File: src/rtl/keypad_ctrl.sv
// 4x4 active-low keypad scanner with full-matrix debounce and a move-pulse FSM.
// Emits single-cycle paddle move codes with auto-repeat while a mapped key is held.
module keypad_ctrl #(
  parameter int SCAN_DIV = 16,
  parameter int DEBOUNCE = 4,
  parameter int REPEAT   = 8
) (
  input  logic       clock,
  input  logic       reset,
  input  logic [3:0] keypad_col,
  output logic [3:0] keypad_row,
  output logic [3:0] control,
  output logic [3:0] key_stable,
  output logic       scan_done
);

  localparam int DIV_W   = (SCAN_DIV > 1) ? $clog2(SCAN_DIV) : 1;
  localparam int MATCH_W = $clog2(DEBOUNCE + 1);
  localparam int REP_W   = $clog2(REPEAT + 1);

  typedef enum logic {IDLE, HELD} state_t;

  logic [1:0]         row_q, row_d;
  logic [DIV_W-1:0]   div_q, div_d;
  logic [15:0]        snap_q, snap_d;
  logic               full_q, full_d;
  logic               scan_done_q, scan_done_d;
  logic [15:0]        prev_q, prev_d;
  logic [MATCH_W-1:0] match_q, match_d;
  logic [15:0]        stable_q, stable_d;
  state_t             state_q, state_d;
  logic [REP_W-1:0]   rep_q, rep_d;
  logic [3:0]         control_q, control_d;
  logic [3:0]         key_prev_q, key_prev_d;

  logic [3:0] key_idx;
  logic [3:0] new_code;
  logic       key_change;

  function automatic logic [3:0] decode_key(input logic [15:0] snap);
    logic [4:0] ones;
    logic [3:0] idx;
    ones = '0;
    idx  = 4'hF;
    for (int i = 0; i < 16; i++) begin
      if (snap[i]) begin
        ones = ones + 5'd1;
        idx  = 4'(i);
      end
    end
    return (ones == 5'd1) ? idx : 4'hF;
  endfunction

  function automatic logic [3:0] move_code(input logic [3:0] idx);
    case (idx)
      4'd0:    return 4'b0100;
      4'd1:    return 4'b0001;
      4'd4:    return 4'b0110;
      4'd5:    return 4'b0011;
      default: return 4'b1111;
    endcase
  endfunction

  // Row scan: sample the driven row just before moving on to the next one.
  always_comb begin
    row_d  = row_q;
    div_d  = div_q + DIV_W'(1);
    snap_d = snap_q;
    full_d = 1'b0;
    if (div_q == DIV_W'(SCAN_DIV - 1)) begin
      div_d                        = '0;
      snap_d[{row_q, 2'b00} +: 4]  = ~keypad_col;
      row_d                        = row_q + 2'd1;
      full_d                       = (row_q == 2'd3);
    end
  end

  // Debounce runs one clock after the last row capture, alongside scan_done.
  always_comb begin
    scan_done_d = full_q;
    prev_d      = prev_q;
    match_d     = match_q;
    stable_d    = stable_q;
    if (full_q) begin
      if (snap_q == prev_q) begin
        if (match_q != MATCH_W'(DEBOUNCE)) match_d = match_q + MATCH_W'(1);
      end else begin
        match_d = MATCH_W'(1);
        prev_d  = snap_q;
      end
      if (match_d == MATCH_W'(DEBOUNCE)) stable_d = snap_q;
    end
  end

  assign key_idx    = decode_key(stable_q);
  assign new_code   = move_code(key_idx);
  assign key_change = (key_idx != key_prev_q);

  // A stable-key change takes priority over a coinciding repeat tick.
  always_comb begin
    state_d    = state_q;
    rep_d      = rep_q;
    control_d  = 4'b1111;
    key_prev_d = key_idx;
    case (state_q)
      IDLE: begin
        if (key_change && (new_code != 4'b1111)) begin
          control_d = new_code;
          rep_d     = '0;
          state_d   = HELD;
        end
      end
      HELD: begin
        if (key_change) begin
          rep_d = '0;
          if (new_code != 4'b1111) control_d = new_code;
          else                     state_d   = IDLE;
        end else if (scan_done_q) begin
          if (rep_q == REP_W'(REPEAT - 1)) begin
            control_d = new_code;
            rep_d     = '0;
          end else begin
            rep_d = rep_q + REP_W'(1);
          end
        end
      end
      default: state_d = IDLE;
    endcase
  end

  always_ff @(posedge clock or negedge reset) begin
    if (!reset) begin
      row_q       <= '0;
      div_q       <= '0;
      snap_q      <= '0;
      full_q      <= 1'b0;
      scan_done_q <= 1'b0;
      prev_q      <= '0;
      match_q     <= '0;
      stable_q    <= '0;
      state_q     <= IDLE;
      rep_q       <= '0;
      control_q   <= 4'b1111;
      key_prev_q  <= 4'hF;
    end else begin
      row_q       <= row_d;
      div_q       <= div_d;
      snap_q      <= snap_d;
      full_q      <= full_d;
      scan_done_q <= scan_done_d;
      prev_q      <= prev_d;
      match_q     <= match_d;
      stable_q    <= stable_d;
      state_q     <= state_d;
      rep_q       <= rep_d;
      control_q   <= control_d;
      key_prev_q  <= key_prev_d;
    end
  end

  assign keypad_row = ~(4'b0001 << row_q);
  assign control    = control_q;
  assign key_stable = key_idx;
  assign scan_done  = scan_done_q;

endmodule

File: config.mk
export PLATFORM = sky130hd
export DESIGN_NAME = keypad_ctrl
export DESIGN_NICKNAME = d
export VERILOG_FILES = /design/src/rtl/keypad_ctrl.sv
export SDC_FILE = /design/constraint.sdc
export NUM_CORES = 1
export LEC_CHECK = 0
export ABC_AREA = 1
export CORE_ASPECT_RATIO = 0.9
export CORE_MARGIN = 2
export CORE_UTILIZATION = 55
export CTS_BUF_LIST = sky130_fd_sc_hd__clkbuf_2 sky130_fd_sc_hd__clkbuf_4 sky130_fd_sc_hd__clkbuf_8
export CTS_CLUSTER_DIAMETER = 40
export DETAILED_ROUTE_END_ITERATION = 12
export PLACE_DENSITY_LB_ADDON = 0.15
export RECOVER_POWER = 100
export SKIP_CTS_REPAIR_TIMING = 1
export SYNTH_ARGS = -nofsm -noshare
export SYNTH_HDL_FRONTEND = slang
export SYNTH_SLANG_ARGS = --single-unit
File: constraint.sdc
create_clock -name clock -period 18.96 [get_ports clock]
set_clock_uncertainty 0.2 [all_clocks]
set_input_delay 2.844 -clock clock [delete_from_list [all_inputs] [get_ports clock]]
set_output_delay 2.844 -clock clock [all_outputs]
set_load 0.01 [all_outputs]
==> impl_metrics.py <==
metrics = {
    "sta": {
        "tightest_slew_ns": 3.644,
        "setup_viol": 0,
        "finalMaxSlewViolations": 73,
        "final.setup.tns_ns": 0,
        "postLayoutSetupSlackWorst_ns": 6.123,
        "max_slew_margin_pct": -142.9,
        "clock.fmax_mhz": 77.90,
        "period_minus_slack_ns": 12.84,
        "rsz0062_at_grt": "false",
        "finalHoldViolations": 0,
        "whs_ns": 0.2839,
        "period_share_pct": 67.71,
    },
    "cells_and_area": {
        "register_area_mm2": 0.001812,
        "multi_input_comb_area_mm2": 0.002748,
        "final_nets": 754,
        "insertedDiodeCount": 0,
        "num-fill-cells": 873,
        "area_growth_pct": 8.356,
        "drive_gt1_share_pct": 14.70,
    },
    "worst_setup_path": {
        "r2r_slack_ns": 8.89,
        "critPathLaunchType": "register",
        "cp_slowest_cell": "dlygate4sd3_1",
        "critPathRequiredTime_ns": 15.92,
        "criticalPathCategory": "reg -> out",
        "cp_common_cell": "nand2_1",
        "cpPeakStageDelay_ns": 0.67,
        "arrival_ns": 9.79,
        "crit_path_end_kind": "output pin",
        "crit_fanout": 8,
    },
    "cts": {
        "clock_path_buffers": 2,
        "clk_latency_ns": 0.34,
        "clkSinkCount": 72,
        "cts_tree": "done",
        "root_buffer": "clkbuf_8",
        "path_clk_slew_ns": 0.08,
        "cts_buffers": 9,
        "ctsHtreeMaxLevel": 3,
    },
    "floorplan": {
        "core_region_area_mm2": 0.009084,
        "pin_count": 19,
        "chipHeight_um": 95.55,
        "initial_core_util_pct": 56.38,
        "dieArea_mm2": 0.01010,
        "rows": 33,
        "die_width_um": 105.7,
    },
    "power": {
        "power.static_leakage_nw": 3.131,
        "p_per_area_mw_per_mm2": 50.59,
        "ir_drop_mv": 0.04764,
    },
    "yosys": {
        "synthTopCellsByArea": "dfrtp_1 (31%), nand2_1 (13%), inv_1 (8.2%)",
        "synth_edf_count": 0,
        "syn_area_per_cell_um2": 7.274,
        "synth_top_area_cell": "dfrtp_1",
        "synth_top_area_share_pct": 31.27,
        "synth_nets": 735,
        "ys_warn_count": 0,
        "yosysMostFrequentCell": "nand2_1",
        "synth-seq-cells": 72,
        "synth_seq_area_share_pct": 35.38,
        "synth_common_cells": "nand2_1 (177), inv_1 (112), dfrtp_1 (64)",
        "syn_inst": 704,
        "synth-main-ff-cell": "dfrtp_1",
        "async_flop_share_pct": 100.0,
        "synth.cell_area_mm2": 0.005121,
        "yosysUniqueCellTypes": 36,
    },
    "detailed_routing": {
        "post_drt_wl_per_cell_um": 11.07,
        "wirelength_um": 9412,
        "viasPerCell": 4.999,
        "ant_nets": 0,
        "drc": 0,
        "routed-wl-met3_um": 160,
        "dr.first_iter.drc_count": 219,
        "wl_met1_um": 4819,
        "vias": 4249,
        "first_pass_iters": 4,
        "top_layer": "met4",
        "wl_met2_um": 4335,
    },
    "placement": {
        "pre_cts_ws_ns": 7.171,
        "port_buffers": 18,
        "dpl.hpwl_um": 7422,
        "gp_congestion": 0.8126,
    },
    "run": {
        "drv_cap": 1,
    },
    "outcome": {
        "status": "complete, but fails checks",
        "violations": "max-capacitance violations, max-slew violations",
    },
    "global_route": {
        "antenna_found_initial": 0,
        "grt_max_degree": 73,
        "grt_pass1_vias": 4097,
        "grt_pass1_wl_um": 17530,
        "overflow": 0,
        "grt_use_total_pct": 21.17,
    },
    "worst_hold_path": {
        "hold_class": "reg -> reg",
    },
}
registers in the layout (all words and copies together), names as in the netlist, named ones only:
signal and cells:
scan_done 1, stable_q 16, full_q 1, match_q 3, rep_q 4, prev_q 16
div_q 4, control 4, row_q 2, key_prev_q 4, snap_q 16
critical path: cells and delay by family (launching register included):
kind                     cells  cell delay, ns
AO/OA/AOI/OAI                1            0.28
adder cells (fa/ha/maj)     14            3.78
buffers and inverters        9            1.19
AND/OR/NAND/NOR             32            3.81
flip-flops                   1            0.39
cells in the final DEF, fill, tap and decap left out, drive strengths merged:
master         n
clkinv         2
nor3          10
clkinvlp       1
nand3b        11
a21oi          8
o21ai         57
a21boi         4
nand2        220
ha            25
xor2           8
o21bai         2
buf            1
inv          123
bufinv         1
o2111ai        1
nor2          40
nor4           3
clkbuf        13
or3            1
dlygate4sd3   17
dfstp          8
nand4         18
or2           11
xnor2         11
dfrtp         64
nand3         68
per-layer routing:
metal  vias to the layer above  GRT usage (%)
li1                       2276              -
met1                      1936          28.39
met2                        33          35.59
met3                         4          2.051
met4                         0          8.772
met5                         -              0
final timing paths:
kind / start / depth (start not counted) / end
worst max-delay path: stable_q[0] / 56 / key_stable[1]
worst min-delay path: full_q / 0 / scan_done
worst max register to register: stable_q[0] / 63 / rep_q[0]
worst min register to register: full_q / 0 / scan_done
max in group asynchronous: reset / 2 / match_q[0]
min in group asynchronous: reset / 2 / snap_q[3]
through the flow:
stage | power [mW] | cells | utilization, % | cell area, um^2
after floorplan | 0.1615 | 704 | - | 5121
after global placement | 0.1666 | 834 | 59.50 | 5405
after detailed placement | 0.1667 | 834 | 59.50 | 5405
after CTS | 0.2841 | 850 | 61.64 | 5599
after global routing | 0.2910 | 850 | 61.09 | 5549
final | 0.2807 | 850 | 61.09 | 5549
where the power goes:
part	total, mW	switching (mW)	internal (mW)
logic	0.00773	0.00548	0.00224
registers	0.156	0.000680	0.155
clock network	0.117	0.0526	0.0648
final cells by class:
type                            count  area share (%)
Clock buffer                       12           2.638
Clock inverter                      4          0.8568
Inverter                          123           8.365
Multi-Input combinational cell    498           49.52
Sequential cell                    72           32.65
Tap cell                          122           2.751
Timing Repair Buffer               19           3.224
kinds of logic (layout without fill, tap and decap cells):
family / after synthesis / after routing / share of synthesized area, %
AOI/OAI and AO/OA: 72 / 72 / 7.623
xor gates and xnor gates: 19 / 19 / 3.249
DFF: 72 / 72 / 35.38
and+or+nand+nor: 382 / 382 / 37.58
buffers and inverters: 134 / 158 / 10.07
adders and majority gates: 25 / 25 / 6.108
Power figures use the tool's default switching activity.
